[src/rtl/sdram_arb_pkg.sv]
// Shared types and default frame geometry for the SDRAM frame-buffer arbiter.
// Holds the state encoding, the grant encoding and the round-robin helper.
package sdram_arb_pkg;

  localparam int FB_WORDS_DEF  = 384000;  // 800x480 16-bit pixels
  localparam int BURST_LEN_DEF = 8;
  localparam int ADDR_W_DEF    = 24;
  localparam int USE_W_DEF     = 10;
  localparam int RD_URGENT_DEF = 64;
  localparam int RD_LOW_WM_DEF = 256;

  typedef enum logic [2:0] {
    ST_INIT,
    ST_ARB,
    ST_REFRESH,
    ST_WR_ISSUE,
    ST_RD_ISSUE,
    ST_WAIT
  } state_t;

  typedef enum logic {
    GNT_RD = 1'b0,
    GNT_WR = 1'b1
  } grant_t;

  function automatic grant_t other_grant(input grant_t g);
    return (g == GNT_RD) ? GNT_WR : GNT_RD;
  endfunction

endpackage

[src/rtl/sdram_frame_arbiter_if.sv]
// Burst command handshake between the arbiter and the SDRAM command engine.
interface sdram_frame_arbiter_if #(
  parameter int ADDR_W = 24
);
  logic              cmd_valid;
  logic              cmd_ready;
  logic              cmd_write;
  logic [ADDR_W-1:0] cmd_addr;
  logic              cmd_done;

  modport master (
    output cmd_valid, cmd_write, cmd_addr,
    input  cmd_ready, cmd_done
  );

  modport slave (
    input  cmd_valid, cmd_write, cmd_addr,
    output cmd_ready, cmd_done
  );
endinterface

[src/rtl/frame_addr_ptr.sv]
// Burst-granular frame address pointer with wrap at frame end and a
// deferred load that takes effect when an in-flight burst completes.
module frame_addr_ptr
  import sdram_arb_pkg::*;
#(
  parameter int FB_WORDS  = FB_WORDS_DEF,
  parameter int BURST_LEN = BURST_LEN_DEF,
  parameter int ADDR_W    = ADDR_W_DEF
) (
  input  logic              clk,
  input  logic              srst,
  input  logic              advance,
  input  logic              load,
  input  logic              inflight,
  output logic [ADDR_W-1:0] ptr,
  output logic              wrap
);

  localparam logic [ADDR_W-1:0] STEP = ADDR_W'(BURST_LEN);
  localparam logic [ADDR_W-1:0] END  = ADDR_W'(FB_WORDS);

  logic              pending_reg;
  logic [ADDR_W-1:0] ptr_next;

  assign ptr_next = ptr + STEP;

  always_ff @(posedge clk) begin
    if (srst) begin
      ptr         <= '0;
      wrap        <= 1'b0;
      pending_reg <= 1'b0;
    end else begin
      wrap <= 1'b0;
      if (advance) begin
        // A load seen at any point during the burst overrides the advance.
        if (pending_reg || load) begin
          ptr <= '0;
        end else if (ptr_next == END) begin
          ptr  <= '0;
          wrap <= 1'b1;
        end else begin
          ptr <= ptr_next;
        end
        pending_reg <= 1'b0;
      end else if (load) begin
        if (inflight) begin
          pending_reg <= 1'b1;
        end else begin
          ptr <= '0;
        end
      end
    end
  end

endmodule

[src/rtl/sdram_frame_arbiter.sv]
// Burst scheduler in front of the SDRAM command engine: refresh first, then
// urgent reads, then round-robin between eligible write and read bursts.
module sdram_frame_arbiter
  import sdram_arb_pkg::*;
#(
  parameter int FB_WORDS  = FB_WORDS_DEF,
  parameter int BURST_LEN = BURST_LEN_DEF,
  parameter int ADDR_W    = ADDR_W_DEF,
  parameter int USE_W     = USE_W_DEF,
  parameter int RD_URGENT = RD_URGENT_DEF,
  parameter int RD_LOW_WM = RD_LOW_WM_DEF
) (
  input  logic                  clk,
  input  logic                  rst,
  input  logic                  init_done,
  input  logic                  ref_req,
  output logic                  ref_ack,
  input  logic                  ref_done,
  input  logic [USE_W-1:0]      wr_use,
  input  logic [USE_W-1:0]      rd_use,
  input  logic                  wr_load,
  input  logic                  rd_load,
  sdram_frame_arbiter_if.master cmd,
  output logic                  wr_frame_done,
  output logic                  busy
);

  localparam logic [USE_W-1:0] URGENT_LVL = USE_W'(RD_URGENT);
  localparam logic [USE_W-1:0] LOW_WM_LVL = USE_W'(RD_LOW_WM);
  localparam logic [USE_W-1:0] BURST_LVL  = USE_W'(BURST_LEN);

  state_t            state_reg;
  grant_t            last_grant_reg;
  logic              rd_en_reg;
  logic [ADDR_W-1:0] wr_ptr, rd_ptr;
  logic              rd_wrap_unused;

  logic   rd_urgent, rd_elig, wr_elig, grant_any;
  grant_t grant_sel;

  always_comb begin
    rd_urgent = rd_en_reg && (rd_use < URGENT_LVL);
    rd_elig   = rd_en_reg && (rd_use < LOW_WM_LVL);
    wr_elig   = (wr_use >= BURST_LVL);
    grant_any = 1'b0;
    grant_sel = GNT_RD;
    if (rd_urgent) begin
      grant_any = 1'b1;
    end else if (rd_elig && wr_elig) begin
      grant_any = 1'b1;
      grant_sel = other_grant(last_grant_reg);
    end else if (rd_elig) begin
      grant_any = 1'b1;
    end else if (wr_elig) begin
      grant_any = 1'b1;
      grant_sel = GNT_WR;
    end
  end

  // last_grant_reg doubles as the owner of the burst in ISSUE/WAIT.
  logic wr_adv, rd_adv, wr_inflight, rd_inflight;
  assign wr_adv      = (state_reg == ST_WAIT) && cmd.cmd_done && (last_grant_reg == GNT_WR);
  assign rd_adv      = (state_reg == ST_WAIT) && cmd.cmd_done && (last_grant_reg == GNT_RD);
  assign wr_inflight = (state_reg == ST_WR_ISSUE) || ((state_reg == ST_WAIT) && (last_grant_reg == GNT_WR));
  assign rd_inflight = (state_reg == ST_RD_ISSUE) || ((state_reg == ST_WAIT) && (last_grant_reg == GNT_RD));

  frame_addr_ptr #(.FB_WORDS(FB_WORDS), .BURST_LEN(BURST_LEN), .ADDR_W(ADDR_W)) u_wr_ptr (
    .clk      (clk),
    .srst     (rst),
    .advance  (wr_adv),
    .load     (wr_load),
    .inflight (wr_inflight),
    .ptr      (wr_ptr),
    .wrap     (wr_frame_done)
  );

  frame_addr_ptr #(.FB_WORDS(FB_WORDS), .BURST_LEN(BURST_LEN), .ADDR_W(ADDR_W)) u_rd_ptr (
    .clk      (clk),
    .srst     (rst),
    .advance  (rd_adv),
    .load     (rd_load),
    .inflight (rd_inflight),
    .ptr      (rd_ptr),
    .wrap     (rd_wrap_unused)
  );

  always_ff @(posedge clk) begin
    if (rst) begin
      state_reg      <= ST_INIT;
      last_grant_reg <= GNT_RD;
      rd_en_reg      <= 1'b0;
      cmd.cmd_valid  <= 1'b0;
      cmd.cmd_write  <= 1'b0;
      cmd.cmd_addr   <= '0;
      ref_ack        <= 1'b0;
      busy           <= 1'b0;
    end else begin
      ref_ack <= 1'b0;
      if (rd_load) rd_en_reg <= 1'b1;
      case (state_reg)
        ST_INIT: begin
          if (init_done) state_reg <= ST_ARB;
        end
        ST_ARB: begin
          if (ref_req) begin
            state_reg <= ST_REFRESH;
            ref_ack   <= 1'b1;
            busy      <= 1'b1;
          end else if (grant_any) begin
            busy           <= 1'b1;
            cmd.cmd_valid  <= 1'b1;
            last_grant_reg <= grant_sel;
            // A load in the grant cycle starts this burst at the frame origin.
            if (grant_sel == GNT_WR) begin
              state_reg    <= ST_WR_ISSUE;
              cmd.cmd_write <= 1'b1;
              cmd.cmd_addr  <= wr_load ? '0 : wr_ptr;
            end else begin
              state_reg    <= ST_RD_ISSUE;
              cmd.cmd_write <= 1'b0;
              cmd.cmd_addr  <= rd_load ? '0 : rd_ptr;
            end
          end
        end
        ST_REFRESH: begin
          if (ref_done) begin
            state_reg <= ST_ARB;
            busy      <= 1'b0;
          end
        end
        ST_WR_ISSUE, ST_RD_ISSUE: begin
          if (cmd.cmd_ready) begin
            cmd.cmd_valid <= 1'b0;
            state_reg     <= ST_WAIT;
          end
        end
        ST_WAIT: begin
          if (cmd.cmd_done) begin
            state_reg <= ST_ARB;
            busy      <= 1'b0;
          end
        end
        default: state_reg <= ST_INIT;
      endcase
    end
  end

endmodule

[src/flat_wrapper.sv]
// flat-port wrapper written by rule: the top's interface ports become plain ports
module sdram_frame_arbiter_flat import sdram_arb_pkg::*;
#(
  parameter int FB_WORDS  = FB_WORDS_DEF,
  parameter int BURST_LEN = BURST_LEN_DEF,
  parameter int ADDR_W    = ADDR_W_DEF,
  parameter int USE_W     = USE_W_DEF,
  parameter int RD_URGENT = RD_URGENT_DEF,
  parameter int RD_LOW_WM = RD_LOW_WM_DEF
)
  (clk, rst, init_done, ref_req, ref_ack, ref_done, wr_use, rd_use, wr_load, rd_load, wr_frame_done, busy, cmd_cmd_valid, cmd_cmd_write, cmd_cmd_addr, cmd_cmd_ready, cmd_cmd_done);
  sdram_frame_arbiter_if #(.ADDR_W(ADDR_W)) cmd_i ();
  input  logic clk;
  input  logic rst;
  input  logic init_done;
  input  logic ref_req;
  output logic ref_ack;
  input  logic ref_done;
  input  logic [USE_W-1:0] wr_use;
  input  logic [USE_W-1:0] rd_use;
  input  logic wr_load;
  input  logic rd_load;
  output logic wr_frame_done;
  output logic busy;
  output wire logic [$bits(cmd_i.cmd_valid)-1:0] cmd_cmd_valid;
  output wire logic [$bits(cmd_i.cmd_write)-1:0] cmd_cmd_write;
  output wire logic [$bits(cmd_i.cmd_addr)-1:0] cmd_cmd_addr;
  input wire logic [$bits(cmd_i.cmd_ready)-1:0] cmd_cmd_ready;
  input wire logic [$bits(cmd_i.cmd_done)-1:0] cmd_cmd_done;
  assign cmd_cmd_valid = cmd_i.cmd_valid;
  assign cmd_cmd_write = cmd_i.cmd_write;
  assign cmd_cmd_addr = cmd_i.cmd_addr;
  assign cmd_i.cmd_ready = cmd_cmd_ready;
  assign cmd_i.cmd_done = cmd_cmd_done;
  sdram_frame_arbiter #(.FB_WORDS(FB_WORDS), .BURST_LEN(BURST_LEN), .ADDR_W(ADDR_W), .USE_W(USE_W), .RD_URGENT(RD_URGENT), .RD_LOW_WM(RD_LOW_WM)) u_core (.clk(clk), .rst(rst), .init_done(init_done), .ref_req(ref_req), .ref_ack(ref_ack), .ref_done(ref_done), .wr_use(wr_use), .rd_use(rd_use), .wr_load(wr_load), .rd_load(rd_load), .cmd(cmd_i), .wr_frame_done(wr_frame_done), .busy(busy));
endmodule
[config.mk]
export PLATFORM = sky130hd
export DESIGN_NAME = sdram_frame_arbiter_flat
export DESIGN_NICKNAME = d
export VERILOG_FILES = /design/src/rtl/sdram_arb_pkg.sv /design/src/rtl/sdram_frame_arbiter_if.sv /design/src/rtl/frame_addr_ptr.sv /design/src/rtl/sdram_frame_arbiter.sv /design/src/flat_wrapper.sv
export SDC_FILE = /design/constraint.sdc
export NUM_CORES = 1
export LEC_CHECK = 0
export ABC_AREA = 1
export BUFFER_PORTS_ARGS = -buffer_cell sky130_fd_sc_hd__buf_2
export CAP_MARGIN = 20
export CORE_ASPECT_RATIO = 1.2
export CORE_MARGIN = 2
export CORE_UTILIZATION = 37
export CTS_CLUSTER_SIZE = 24
export DETAILED_ROUTE_END_ITERATION = 12
export GPL_ROUTABILITY_DRIVEN = 0
export PLACE_DENSITY = 0.61
export SETUP_SLACK_MARGIN = 0.1
export SLEW_MARGIN = 15
export SYNTH_ARGS = -nofsm -noshare
export SYNTH_HDL_FRONTEND = slang
export SYNTH_SLANG_ARGS = --single-unit
export TNS_END_PERCENT = 1
[constraint.sdc]
create_clock -name clk -period 2 [get_ports clk]
set_input_delay 0.4 -clock clk [delete_from_list [all_inputs] [get_ports clk]]
set_output_delay 0.4 -clock clk [all_outputs]
set_load 0.005 [all_outputs]
==> impl_metrics.xml, run 1 <==
<?xml version="1.0" encoding="UTF-8"?>
<metrics>
  <group name="run_status">
    <metric name="outcome" unit="">complete, no violations</metric>
  </group>
  <group name="yosys">
    <metric name="netlist.top_cell.by_area" unit="">sky130_fd_sc_hd__dfxtp_1</metric>
    <metric name="ys_ff_latch" unit="">75</metric>
    <metric name="synthDistinctLibCells" unit="">36</metric>
    <metric name="post_synth_main_area_contributors" unit="">sky130_fd_sc_hd__dfxtp_1 (34%), sky130_fd_sc_hd__nand2_1 (17%), sky130_fd_sc_hd__a21oi_1 (8.5%), sky130_fd_sc_hd__nand3_1 (6.6%), sky130_fd_sc_hd__nor2_1 (5.9%)</metric>
    <metric name="synth-seq-area-share" unit="">0.340</metric>
    <metric name="dominantRegCellSynth" unit="">sky130_fd_sc_hd__dfxtp_1</metric>
    <metric name="synth.cells.most_frequent" unit="">sky130_fd_sc_hd__nand2_1 (205), sky130_fd_sc_hd__a21oi_1 (75), sky130_fd_sc_hd__dfxtp_1 (75)</metric>
    <metric name="synth-edff-count" unit="">0</metric>
    <metric name="async_set_reset_flop_share_out_of_synthesis" unit="">0</metric>
    <metric name="synth_largest_type_area_fraction" unit="">0.340</metric>
    <metric name="synthesis.area_per_instance" unit="um^2">6.26</metric>
    <metric name="ys.warnings.count" unit="">0</metric>
    <metric name="synth.net_count" unit="">737</metric>
    <metric name="post_synth_instance_area" unit="mm^2">0.00442</metric>
    <metric name="syn-instance-count" unit="">706</metric>
    <metric name="synthMostInstantiatedCell" unit="">sky130_fd_sc_hd__nand2_1</metric>
  </group>
  <group name="sta">
    <metric name="final_max_slew_viol_count" unit="">0</metric>
    <metric name="worst_clock_skew_on_the_final_layout" unit="ns">0.00567</metric>
    <metric name="max_freq" unit="GHz">0.524</metric>
    <metric name="finalSetupViolCount" unit="">0</metric>
    <metric name="setup_ws" unit="ns">0.0924</metric>
    <metric name="period_needed" unit="ns">1.91</metric>
    <metric name="tightestPinTransition" unit="ns">0.529</metric>
    <metric name="final.period_utilization" unit="">0.954</metric>
    <metric name="hold_slack" unit="ns">0.261</metric>
    <metric name="grt_setup_unrepaired" unit="">yes</metric>
    <metric name="max_slew_margin" unit="">0.647</metric>
    <metric name="finalHoldViolations" unit="">0</metric>
  </group>
  <group name="global_route">
    <metric name="maximum_number_of_pins_on_one_net_before_global_route_repair" unit="">28</metric>
    <metric name="grt.total_usage" unit="">0.203</metric>
    <metric name="gr-total-overflow" unit="">0</metric>
    <metric name="grt_first_pass_wirelength" unit="mm">20.9</metric>
    <metric name="grt_pass1_vias" unit="">4416</metric>
    <metric name="initial_antenna_violation_count" unit="">0</metric>
  </group>
  <group name="power">
    <metric name="power.leakage" unit="nW">2.14</metric>
    <metric name="seq_power_share" unit="">0.399</metric>
    <metric name="power.switching_fraction" unit="">0.292</metric>
    <metric name="max-vdd-ir-drop" unit="mV">0.368</metric>
    <metric name="final_total_pwr" unit="mW">4.39</metric>
    <metric name="p_comb_frac" unit="">0.215</metric>
    <metric name="p_switching" unit="mW">1.28</metric>
    <metric name="power_density" unit="mW/mm^2">798</metric>
    <metric name="internal_power" unit="mW">3.11</metric>
    <metric name="share_clk_of_total_power" unit="">0.386</metric>
  </group>
  <group name="setup_path">
    <metric name="timing.critical_path.depth" unit="">15</metric>
    <metric name="worst_setup_path_start_kind" unit="">register</metric>
    <metric name="timing.critical_path.fanout_max" unit="">8</metric>
    <metric name="cp_num_buf_inv" unit="">1</metric>
    <metric name="capturing_element_type_of_the_critical_path" unit="">register</metric>
    <metric name="worst-r2r-cell-count" unit="">15</metric>
    <metric name="critical_path.most_common_cell" unit="">sky130_fd_sc_hd__nand2_1</metric>
    <metric name="cp_top_family" unit="">simple AND/OR/NAND/NOR gates</metric>
    <metric name="crit_path_top_delay_cell" unit="">sky130_fd_sc_hd__dfxtp_2</metric>
    <metric name="cpPeakStageDelay" unit="ns">0.35</metric>
    <metric name="timing.critical_path.arrival" unit="ns">2.11</metric>
    <metric name="timing.critical_path.cells" unit="">ha_4 &gt; nand2_2 &gt; nor2_4 &gt; nand2_4 &gt; nor2_4 &gt; buf_4 &gt; nand2_1 &gt; nand2_1 &gt; nand2_1 &gt; nor2_1 &gt; nand2_1 &gt; nor2_4 &gt; nand2_4 &gt; nand2_1 &gt; a21oi_1</metric>
    <metric name="worst-setup-path-type" unit="">reg -&gt; reg</metric>
    <metric name="worst_ep_required_time" unit="ns">2.21</metric>
  </group>
  <group name="layout">
    <metric name="share_of_cells_above_drive_strength_1" unit="">0.234</metric>
    <metric name="nNetsFinal" unit="">809</metric>
    <metric name="final.fill_count" unit="">1251</metric>
    <metric name="layout-area-overhead-vs-synth" unit="%">24.3</metric>
    <metric name="layoutNonFillerInstCount" unit="">940</metric>
    <metric name="largest_register_ffs" unit="">22</metric>
    <metric name="registers_with_the_most_flip_flops" unit="">u_core.cmd.cmd_addr x22, u_core.u_rd_ptr.ptr x21, u_core.u_wr_ptr.ptr x21</metric>
    <metric name="registers.top_by_ff_count" unit="">u_core.cmd.cmd_addr</metric>
    <metric name="insertedDiodeCount" unit="">0</metric>
  </group>
  <group name="cts">
    <metric name="worst_setup_hold_path_clk_slew" unit="ns">0.06</metric>
    <metric name="clock_latency_at_the_later_pin_of_the_worst_skew_pair" unit="ns">0.34</metric>
    <metric name="cts.sink_count" unit="">75</metric>
    <metric name="root_buffer" unit="">sky130_fd_sc_hd__clkbuf_16</metric>
    <metric name="cts_inserted_buffers" unit="">9</metric>
    <metric name="cts_tree" unit="">yes</metric>
    <metric name="max-clock-path-buffers" unit="">2</metric>
    <metric name="cts-htree-levels" unit="">3</metric>
  </group>
  <group name="routing">
    <metric name="drt_first_iter_violations" unit="">207</metric>
    <metric name="remaining_drc_errors" unit="">0</metric>
    <metric name="drtAntennaViolNets" unit="">0</metric>
    <metric name="dr.pass1.iters" unit="">5</metric>
    <metric name="route.detailed.vias_per_inst" unit="">5.12</metric>
    <metric name="via_count" unit="">4809</metric>
    <metric name="drt_total_wl" unit="mm">13.0</metric>
    <metric name="wl_per_cell" unit="um">13.8</metric>
  </group>
  <group name="floorplan">
    <metric name="core.rowCount" unit="">43</metric>
    <metric name="floorplan.initialDensity" unit="">0.380</metric>
    <metric name="die_height" unit="um">124</metric>
    <metric name="floorplan.io_pins" unit="">58</metric>
    <metric name="die_x" unit="um">104</metric>
    <metric name="core_area" unit="mm^2">0.0116</metric>
    <metric name="die_area" unit="mm^2">0.0128</metric>
  </group>
  <group name="flow_run">
    <metric name="maxCapViolations" unit="">0</metric>
  </group>
  <group name="hold_path">
    <metric name="hold_depth" unit="">2</metric>
    <metric name="timing.hold.worst.class" unit="">in -&gt; reg</metric>
  </group>
  <group name="placed_design">
    <metric name="place_ws" unit="ns">-0.0188</metric>
    <metric name="placed_cells_incl_taps" unit="">922</metric>
    <metric name="place_hpwl" unit="mm">9.82</metric>
    <metric name="numPortBuffers" unit="">48</metric>
  </group>
</metrics>
[layout by cell type, fill, tap and decap left out, types with 3 or more instances in the layout]
master and count:
sky130_fd_sc_hd__nand2_1 196, sky130_fd_sc_hd__a21oi_1 73, sky130_fd_sc_hd__nor2_1 62, sky130_fd_sc_hd__dfxtp_1 61, sky130_fd_sc_hd__nand3_1 56, sky130_fd_sc_hd__inv_1 56, sky130_fd_sc_hd__buf_2 48, sky130_fd_sc_hd__buf_4 42
sky130_fd_sc_hd__o21ai_0 38, sky130_fd_sc_hd__a31oi_1 21, sky130_fd_sc_hd__nand2_2 14, sky130_fd_sc_hd__nor2_2 13, sky130_fd_sc_hd__dfxtp_2 13, sky130_fd_sc_hd__nor2_4 11, sky130_fd_sc_hd__inv_2 10, sky130_fd_sc_hd__clkbuf_16 9
sky130_fd_sc_hd__nand4_1 7, sky130_fd_sc_hd__nand3b_1 5, sky130_fd_sc_hd__nor3_1 5, sky130_fd_sc_hd__o21bai_1 4, sky130_fd_sc_hd__xor2_1 4, sky130_fd_sc_hd__or2_2 3, sky130_fd_sc_hd__a21oi_2 3, sky130_fd_sc_hd__clkbuf_1 3
sky130_fd_sc_hd__clkbuf_8 3
[kinds of logic (layout without fill, tap and decap cells)]
group | count (synthesis) | count (layout) | share of synthesized area
and+or+nand+nor | 381 | 381 | 0.376
AOI/OAI and AO/OA | 146 | 146 | 0.179
buffers and inverters | 96 | 173 | 0.0880
DFF | 75 | 75 | 0.340
xor gates and xnor gates | 6 | 6 | 0.0119
adders and majority gates | 2 | 2 | 0.00566
[metrics by stage]
stage	instance area, um^2	TNS [ns]	utilization
global placement	5020	-0.0463	0.432
global route	5500	-0.0350	0.473
detailed placement	5020	-0.0679	0.432
finish	5500	0	0.473
CTS	5330	0	0.459
floorplan	4420	0	-
[layer usage]
| layer | routed length, um | track usage |
|---|---|---|
| met1 | 5670 | 0.249 |
| met2 | 6410 | 0.357 |
| met3 | 563 | 0.0330 |
| met4 | 330 | 0.0853 |
| met5 | 0 | 0 |
[power by group through the flow]
stage	Sequential [mW]	Clock (mW)	Combinational [mW]
after global placement	1.78	0	0.917
after CTS	1.75	1.73	0.941
final	1.75	1.69	0.946
after global routing	1.77	1.79	1.05
after floorplan	1.78	0	0.534
after detailed placement	1.78	0	0.935
[cell type report]
type                       count  area, um^2  share of cell area
timing repair buffer          90         556               0.101
tap                          157         196              0.0357
sequential                    75        1520               0.277
clock inverter                 1        30.0             0.00546
inverter                      67         251              0.0457
clock buffer                  15         278              0.0505
multi-input combinational    535        2670               0.485
[worst paths after layout]
check                                                to              startpoint  slack [ns]
worst max-delay path            u_core.u_wr_ptr.ptr[16]  u_core.u_wr_ptr.ptr[4]        0.09
worst max register to register  u_core.u_wr_ptr.ptr[16]  u_core.u_wr_ptr.ptr[4]        0.09
worst min register to register         u_core.rd_en_reg        u_core.rd_en_reg        0.47
worst min-delay path               u_core.cmd.cmd_valid           cmd_cmd_ready        0.26
[what timing repair did]
item                       CTS  global route
resized for setup            1            49
hold buffers                 0             0
setup endpoints to repair   21            17
pin swaps                    0            14
buffers inserted             0             2
No activity file was read; power rests on OpenSTA's default activity.
==> inputs of run 2 (changes only) <==
--- a/config.mk
+++ b/config.mk
@@ -10,11 +10,12 @@
 export CAP_MARGIN = 20
 export CORE_ASPECT_RATIO = 1.2
 export CORE_MARGIN = 2
-export CORE_UTILIZATION = 37
+export CORE_UTILIZATION = 55
 export CTS_CLUSTER_SIZE = 24
 export DETAILED_ROUTE_END_ITERATION = 12
 export GPL_ROUTABILITY_DRIVEN = 0
-export PLACE_DENSITY = 0.61
+export GPL_TIMING_DRIVEN = 1
+export PLACE_DENSITY = 0.83
 export SETUP_SLACK_MARGIN = 0.1
 export SLEW_MARGIN = 15
 export SYNTH_ARGS = -nofsm -noshare
==> impl_metrics.xml, run 2 (same netlist as run 1, synthesis figures left out) <==
<?xml version="1.0" encoding="UTF-8"?>
<metrics>
  <group name="layout">
    <metric name="utilization" unit="">0.683</metric>
    <metric name="registers_with_the_most_flip_flops" unit="">u_core.cmd.cmd_addr x22, u_core.u_rd_ptr.ptr x21, u_core.u_wr_ptr.ptr x21</metric>
    <metric name="layout-area-overhead-vs-synth" unit="%">19.7</metric>
    <metric name="most_common_cell_after_layout_fill_and_taps_aside" unit="">sky130_fd_sc_hd__nand2_1</metric>
    <metric name="share_of_cells_above_drive_strength_1" unit="">0.247</metric>
    <metric name="final_cell_mix" unit="">sky130_fd_sc_hd__nand2_1 (191), sky130_fd_sc_hd__a21oi_1 (73), sky130_fd_sc_hd__nor2_1 (61)</metric>
    <metric name="largest_register_ffs" unit="">22</metric>
    <metric name="registers.top_by_ff_count" unit="">u_core.cmd.cmd_addr</metric>
    <metric name="insertedDiodeCount" unit="">0</metric>
    <metric name="finalInstanceArea" unit="mm^2">0.00529</metric>
    <metric name="layoutNonFillerInstCount" unit="">860</metric>
    <metric name="nNetsFinal" unit="">794</metric>
  </group>
  <group name="routing">
    <metric name="route.detailed.vias_per_inst" unit="">5.72</metric>
    <metric name="wl_per_cell" unit="um">15.0</metric>
    <metric name="drt_total_wl" unit="mm">12.9</metric>
    <metric name="dr.pass1.iters" unit="">11</metric>
    <metric name="drt_first_iter_violations" unit="">325</metric>
    <metric name="drtAntennaViolNets" unit="">0</metric>
    <metric name="via_count" unit="">4915</metric>
    <metric name="remaining_drc_errors" unit="">1</metric>
  </group>
  <group name="cts">
    <metric name="cts.sink_count" unit="">75</metric>
    <metric name="worst_setup_hold_path_clk_slew" unit="ns">0.08</metric>
    <metric name="max-clock-path-buffers" unit="">2</metric>
    <metric name="clock_latency_at_the_later_pin_of_the_worst_skew_pair" unit="ns">0.35</metric>
    <metric name="cts_tree" unit="">yes</metric>
    <metric name="root_buffer" unit="">sky130_fd_sc_hd__clkbuf_8</metric>
    <metric name="cts_inserted_buffers" unit="">9</metric>
    <metric name="cts-htree-levels" unit="">3</metric>
  </group>
  <group name="floorplan">
    <metric name="die_x" unit="um">85.9</metric>
    <metric name="die_area" unit="mm^2">0.00878</metric>
    <metric name="core_area" unit="mm^2">0.00775</metric>
    <metric name="floorplan.initialDensity" unit="">0.570</metric>
    <metric name="floorplan.io_pins" unit="">58</metric>
    <metric name="die_height" unit="um">102</metric>
    <metric name="core.rowCount" unit="">35</metric>
  </group>
  <group name="power">
    <metric name="power.leakage" unit="nW">2.04</metric>
    <metric name="final_total_pwr" unit="mW">3.93</metric>
    <metric name="max-vdd-ir-drop" unit="mV">0.483</metric>
    <metric name="power_density" unit="mW/mm^2">743</metric>
  </group>
  <group name="sta">
    <metric name="grt_setup_unrepaired" unit="">yes</metric>
    <metric name="final.period_utilization" unit="">0.956</metric>
    <metric name="tightestPinTransition" unit="ns">0.637</metric>
    <metric name="finalSetupViolCount" unit="">0</metric>
    <metric name="worst_clock_skew_on_the_final_layout" unit="ns">0.0118</metric>
    <metric name="max_slew_margin" unit="">0.575</metric>
    <metric name="max_freq" unit="GHz">0.523</metric>
    <metric name="final_max_slew_viol_count" unit="">0</metric>
    <metric name="finalHoldViolations" unit="">0</metric>
    <metric name="period_needed" unit="ns">1.91</metric>
  </group>
  <group name="global_route">
    <metric name="initial_antenna_violation_count" unit="">0</metric>
    <metric name="grt_pass1_vias" unit="">4586</metric>
    <metric name="maximum_number_of_pins_on_one_net_before_global_route_repair" unit="">40</metric>
    <metric name="grt_first_pass_wirelength" unit="mm">20.7</metric>
    <metric name="gr-total-overflow" unit="">0</metric>
    <metric name="grt.total_usage" unit="">0.295</metric>
  </group>
  <group name="run_status">
    <metric name="outcome" unit="">finished, violations left</metric>
    <metric name="failing_checks" unit="">design-rule violations</metric>
  </group>
  <group name="setup_path">
    <metric name="reg2reg_slack" unit="ns">0.09</metric>
    <metric name="critical_path.startpoint" unit="">u_core.u_wr_ptr.ptr[4]</metric>
    <metric name="timing.critical_path.fanout_max" unit="">8</metric>
    <metric name="worst_ep_required_time" unit="ns">2.27</metric>
    <metric name="timing.rr.start" unit="">u_core.u_wr_ptr.ptr[4]</metric>
    <metric name="worst-setup-path-type" unit="">reg -&gt; reg</metric>
    <metric name="worst_r2r_endpoint" unit="">u_core.u_wr_ptr.ptr[18]</metric>
    <metric name="timing.critical_path.arrival" unit="ns">2.18</metric>
    <metric name="capturing_element_type_of_the_critical_path" unit="">register</metric>
    <metric name="worst-r2r-cell-count" unit="">14</metric>
    <metric name="worst_setup_path_start_kind" unit="">register</metric>
    <metric name="critPathCapture" unit="">u_core.u_wr_ptr.ptr[18]</metric>
  </group>
  <group name="placed_design">
    <metric name="place_area" unit="mm^2">0.00480</metric>
    <metric name="placed_cells_incl_taps" unit="">838</metric>
    <metric name="numPortBuffers" unit="">48</metric>
    <metric name="place_hpwl" unit="mm">9.05</metric>
  </group>
  <group name="flow_run">
    <metric name="maxCapViolations" unit="">0</metric>
  </group>
  <group name="hold_path">
    <metric name="timing.hold.worst.class" unit="">in -&gt; reg</metric>
  </group>
</metrics>
[run 2: what timing repair did]
item / in CTS / in global routing
setup endpoints to repair: 20 / 55
resized for setup: 15 / 63
setup buffers: 3 / 3
pin swaps: 10 / 32
hold endpoints to repair: 0 / 0
cloned: 0 / 0
hold buffers: 0 / 0
[run 2: metal layers]
metal | global-route usage | wire length [um] | up-vias
met4 | 0.116 | 307 | 0
met2 | 0.547 | 6830 | 174
met1 | 0.342 | 5100 | 2292
met3 | 0.0428 | 688 | 30
met5 | 0 | 0 | -
li1 | - | - | 2419
[run 2: final cells by class]
class / instances / area (um^2)
flip-flops and latches: 75 / 1540
clock buffers: 12 / 145
well taps: 92 / 115
multi-input cells: 535 / 2710
clock inverters: 4 / 73.8
inverters: 67 / 258
fillers: 665 / 2460
repair buffers: 75 / 454
[run 2: metrics by stage]
step | setup TNS, ns | hold WS, ns | setup slack, ns
detailed placement | 0 | 0.454 | 0.0350
CTS | 0 | 0.231 | 0.0937
global route | -0.252 | 0.233 | -0.0496
finish | 0 | 0.242 | 0.0880
floorplan | 0 | 0.432 | 0.271
global placement | 0 | 0.446 | 0.0986
[run 2: report_power, final]
part           switching, mW  internal, mW
Combinational          0.542         0.319
Sequential             0.112          1.64
Clock                  0.576         0.739
Total                   1.23          2.70
[run 2: critical path, cell delays in order (launching register included)]
cell	delay [ns]
sky130_fd_sc_hd__dfxtp_2	0.36
sky130_fd_sc_hd__ha_4	0.17
sky130_fd_sc_hd__nand2_4	0.06
sky130_fd_sc_hd__nor2_4	0.13
sky130_fd_sc_hd__nand2_4	0.10
sky130_fd_sc_hd__nor2_4	0.13
sky130_fd_sc_hd__buf_4	0.12
sky130_fd_sc_hd__nand2_1	0.04
sky130_fd_sc_hd__nand2_1	0.08
sky130_fd_sc_hd__nor2_1	0.05
sky130_fd_sc_hd__nand3b_1	0.13
sky130_fd_sc_hd__nor2_2	0.07
sky130_fd_sc_hd__nand2_4	0.14
sky130_fd_sc_hd__nand2_1	0.07
sky130_fd_sc_hd__a21oi_1	0.15
[run 2: worst min-delay path by stage]
stage	slack, ns	startpoint	endpoint	cells after the start
finish	0.24	cmd_cmd_ready	u_core.cmd.cmd_valid	2
global route	0.23	cmd_cmd_ready	u_core.cmd.cmd_valid	2
CTS	0.23	cmd_cmd_ready	u_core.cmd.cmd_valid	2
detailed placement	0.45	u_core.rd_en_reg	u_core.rd_en_reg	2
global placement	0.45	u_core.rd_en_reg	u_core.rd_en_reg	2
floorplan	0.43	u_core.rd_en_reg	u_core.rd_en_reg	2
==> inputs of run 3 (changes only) <==
--- a/config.mk
+++ b/config.mk
@@ -16,6 +16,7 @@
 export GPL_ROUTABILITY_DRIVEN = 0
 export GPL_TIMING_DRIVEN = 1
 export PLACE_DENSITY = 0.83
+export REMOVE_ABC_BUFFERS = 1
 export SETUP_SLACK_MARGIN = 0.1
 export SLEW_MARGIN = 15
 export SYNTH_ARGS = -nofsm -noshare
==> impl_metrics.xml, run 3 (same netlist as run 1, synthesis figures left out) <==
<?xml version="1.0" encoding="UTF-8"?>
<metrics>
  <group name="run_status">
    <metric name="outcome" unit="">finished, violations left</metric>
    <metric name="failing_checks" unit="">design-rule violations</metric>
  </group>
  <group name="setup_path">
    <metric name="crit_path_top_delay_cell" unit="">sky130_fd_sc_hd__dfxtp_4</metric>
    <metric name="cpPeakStageDelay" unit="ns">0.36</metric>
    <metric name="worst_r2r_endpoint" unit="">u_core.u_wr_ptr.ptr[15]</metric>
    <metric name="worst_setup_path_start_kind" unit="">register</metric>
    <metric name="worst_ep_required_time" unit="ns">2.22</metric>
    <metric name="critical_path.most_common_cell" unit="">sky130_fd_sc_hd__nand2_2</metric>
    <metric name="timing.critical_path.arrival" unit="ns">2.17</metric>
    <metric name="critical_path.startpoint" unit="">u_core.u_wr_ptr.ptr[4]</metric>
    <metric name="reg2reg_slack" unit="ns">0.04</metric>
    <metric name="worst-r2r-cell-count" unit="">15</metric>
    <metric name="capturing_element_type_of_the_critical_path" unit="">register</metric>
    <metric name="worst-setup-path-type" unit="">reg -&gt; reg</metric>
    <metric name="timing.critical_path.cells" unit="">ha_4 &gt; nand2_4 &gt; nor2_4 &gt; buf_4 &gt; buf_4 &gt; nand3_2 &gt; nand2_2 &gt; nor2_2 &gt; nand2_2 &gt; nor2_2 &gt; nand2_2 &gt; nor2_4 &gt; nand2_4 &gt; nand2_2 &gt; a21oi_1</metric>
    <metric name="timing.rr.start" unit="">u_core.u_wr_ptr.ptr[4]</metric>
    <metric name="timing.critical_path.fanout_max" unit="">8</metric>
  </group>
  <group name="floorplan">
    <metric name="core.rowCount" unit="">35</metric>
    <metric name="die_height" unit="um">102</metric>
    <metric name="floorplan.initialDensity" unit="">0.570</metric>
    <metric name="die_area" unit="mm^2">0.00878</metric>
    <metric name="core_area" unit="mm^2">0.00775</metric>
    <metric name="die_x" unit="um">85.9</metric>
    <metric name="floorplan.io_pins" unit="">58</metric>
  </group>
  <group name="hold_path">
    <metric name="timing.hold.worst.class" unit="">in -&gt; reg</metric>
    <metric name="hold_path_end" unit="">u_core.cmd.cmd_valid</metric>
    <metric name="hold_depth" unit="">2</metric>
    <metric name="hold_path_start" unit="">cmd_cmd_ready</metric>
  </group>
  <group name="routing">
    <metric name="via_count" unit="">4949</metric>
    <metric name="drt_total_wl" unit="mm">12.6</metric>
    <metric name="route.detailed.vias_per_inst" unit="">5.71</metric>
    <metric name="wl_per_cell" unit="um">14.5</metric>
    <metric name="drt_first_iter_violations" unit="">342</metric>
    <metric name="remaining_drc_errors" unit="">3</metric>
    <metric name="drtAntennaViolNets" unit="">0</metric>
    <metric name="dr.pass1.iters" unit="">10</metric>
  </group>
  <group name="layout">
    <metric name="finalInstanceArea" unit="mm^2">0.00535</metric>
    <metric name="largest_register_ffs" unit="">22</metric>
    <metric name="layout-area-overhead-vs-synth" unit="%">21.0</metric>
    <metric name="nNetsFinal" unit="">800</metric>
    <metric name="final.fill_count" unit="">623</metric>
    <metric name="seqCellArea" unit="mm^2">0.00154</metric>
    <metric name="insertedDiodeCount" unit="">0</metric>
    <metric name="share_of_cells_above_drive_strength_1" unit="">0.273</metric>
    <metric name="final_cell_mix" unit="">sky130_fd_sc_hd__nand2_1 (181), sky130_fd_sc_hd__a21oi_1 (71), sky130_fd_sc_hd__nor2_1 (57)</metric>
    <metric name="registers_with_the_most_flip_flops" unit="">u_core.cmd.cmd_addr x22, u_core.u_rd_ptr.ptr x21, u_core.u_wr_ptr.ptr x21</metric>
    <metric name="area_of_the_multi_input_gates" unit="mm^2">0.00275</metric>
    <metric name="most_common_cell_after_layout_fill_and_taps_aside" unit="">sky130_fd_sc_hd__nand2_1</metric>
    <metric name="registers.top_by_ff_count" unit="">u_core.cmd.cmd_addr</metric>
  </group>
  <group name="sta">
    <metric name="worst_clock_skew_on_the_final_layout" unit="ns">0.00863</metric>
    <metric name="final.period_utilization" unit="">0.978</metric>
    <metric name="tightestPinTransition" unit="ns">0.729</metric>
    <metric name="finalSetupViolCount" unit="">0</metric>
    <metric name="finalHoldViolations" unit="">0</metric>
    <metric name="period_needed" unit="ns">1.96</metric>
    <metric name="max_freq" unit="GHz">0.511</metric>
    <metric name="max_slew_margin" unit="">0.514</metric>
    <metric name="final_max_slew_viol_count" unit="">0</metric>
    <metric name="grt_setup_unrepaired" unit="">yes</metric>
  </group>
  <group name="cts">
    <metric name="clock_latency_at_the_later_pin_of_the_worst_skew_pair" unit="ns">0.36</metric>
    <metric name="root_buffer" unit="">sky130_fd_sc_hd__clkbuf_8</metric>
    <metric name="max-clock-path-buffers" unit="">2</metric>
    <metric name="cts.sink_count" unit="">75</metric>
    <metric name="worst_setup_hold_path_clk_slew" unit="ns">0.08</metric>
    <metric name="cts_inserted_buffers" unit="">9</metric>
    <metric name="cts_tree" unit="">yes</metric>
    <metric name="cts-htree-levels" unit="">3</metric>
  </group>
  <group name="power">
    <metric name="max-vdd-ir-drop" unit="mV">0.371</metric>
    <metric name="internal_power" unit="mW">2.62</metric>
    <metric name="power_density" unit="mW/mm^2">726</metric>
    <metric name="seq_power_share" unit="">0.449</metric>
    <metric name="power.switching_fraction" unit="">0.326</metric>
    <metric name="final_total_pwr" unit="mW">3.88</metric>
    <metric name="share_clk_of_total_power" unit="">0.311</metric>
    <metric name="p_comb_frac" unit="">0.240</metric>
    <metric name="p_switching" unit="mW">1.27</metric>
    <metric name="power.leakage" unit="nW">2.06</metric>
  </group>
  <group name="global_route">
    <metric name="grt_pass1_vias" unit="">4637</metric>
    <metric name="gr-total-overflow" unit="">0</metric>
    <metric name="grt.total_usage" unit="">0.287</metric>
    <metric name="maximum_number_of_pins_on_one_net_before_global_route_repair" unit="">49</metric>
    <metric name="initial_antenna_violation_count" unit="">0</metric>
    <metric name="grt_first_pass_wirelength" unit="mm">20.5</metric>
  </group>
  <group name="placed_design">
    <metric name="place_area" unit="mm^2">0.00483</metric>
    <metric name="place_hpwl" unit="mm">8.40</metric>
    <metric name="numPortBuffers" unit="">48</metric>
  </group>
  <group name="flow_run">
    <metric name="maxCapViolations" unit="">0</metric>
  </group>
</metrics>
[run 3: changes by cell type in the layout (fill, tap and decap cells not counted), sizes merged]
cell,previous run,this run
buf,75,81
clkinv,2,4
bufinv,2,1
clkbuf,12,11
[run 3: critical path: cells and delay by family (launching register included)]
family / cells / cell delay, ns
adder cells (fa/ha/maj): 1 / 0.18
AND/OR/NAND/NOR: 11 / 0.93
AO/OA/AOI/OAI: 1 / 0.06
flip-flops: 1 / 0.36
buffers and inverters: 2 / 0.26
[run 3: cell type report]
cell class                      count  area share
Sequential cell                    75       0.288
Inverter                           67      0.0470
Tap cell                           92      0.0215
Timing Repair Buffer               81      0.0940
Clock inverter                      5     0.00982
Clock buffer                       11      0.0264
Multi-Input combinational cell    535       0.513
[run 3: worst max path at each step]
stage	end	slack [ns]	cells after the start
finish	u_core.u_wr_ptr.ptr[15]	0.04	15
global route	u_core.u_wr_ptr.ptr[15]	-0.04	15
CTS	u_core.u_rd_ptr.ptr[10]	0.1	11
detailed placement	u_core.u_rd_ptr.ptr[11]	-0.08	9
global placement	u_core.u_rd_ptr.ptr[6]	-0.02	9
floorplan	u_core.state_reg[0]	-0.08	8
[run 3: repair_timing]
| action | 4_1_cts | 5_1_grt |
|---|---|---|
| hold buffers | 0 | 0 |
| setup endpoints to repair | 22 | 60 |
| buffers inserted | 5 | 3 |
| resized for setup | 12 | 80 |
| pin swaps | 11 | 19 |
[run 3: layer usage]
metal  share of wire  track usage
met5               0            0
met4           0.032        0.150
met3           0.062       0.0323
met2            0.50        0.495
met1            0.41        0.351
[run 3: metrics by stage]
| step | TNS [ns] | setup slack, ns | utilization | std cells | hold slack [ns] |
|---|---|---|---|---|---|
| global placement | -0.141 | -0.0216 | 0.623 | 842 | 0.447 |
| detailed placement | -0.582 | -0.0751 | 0.623 | 842 | 0.450 |
| finish | 0 | 0.0440 | 0.690 | 866 | 0.233 |
| floorplan | -0.0782 | -0.0782 | - | 677 | 0.426 |
| CTS | 0 | 0.0985 | 0.659 | 863 | 0.237 |
| global route | -0.278 | -0.0359 | 0.690 | 866 | 0.250 |
[run 3: power groups by stage]
| stage | sequential [mW] | clock (mW) | combinational (mW) |
|---|---|---|---|
| floorplan | 1.78 | 0 | 0.487 |
| global placement | 1.77 | 0 | 0.869 |
| detailed placement | 1.78 | 0 | 0.907 |
| CTS | 1.74 | 1.20 | 0.914 |
| global route | 1.76 | 1.26 | 1.04 |
| finish | 1.74 | 1.21 | 0.932 |
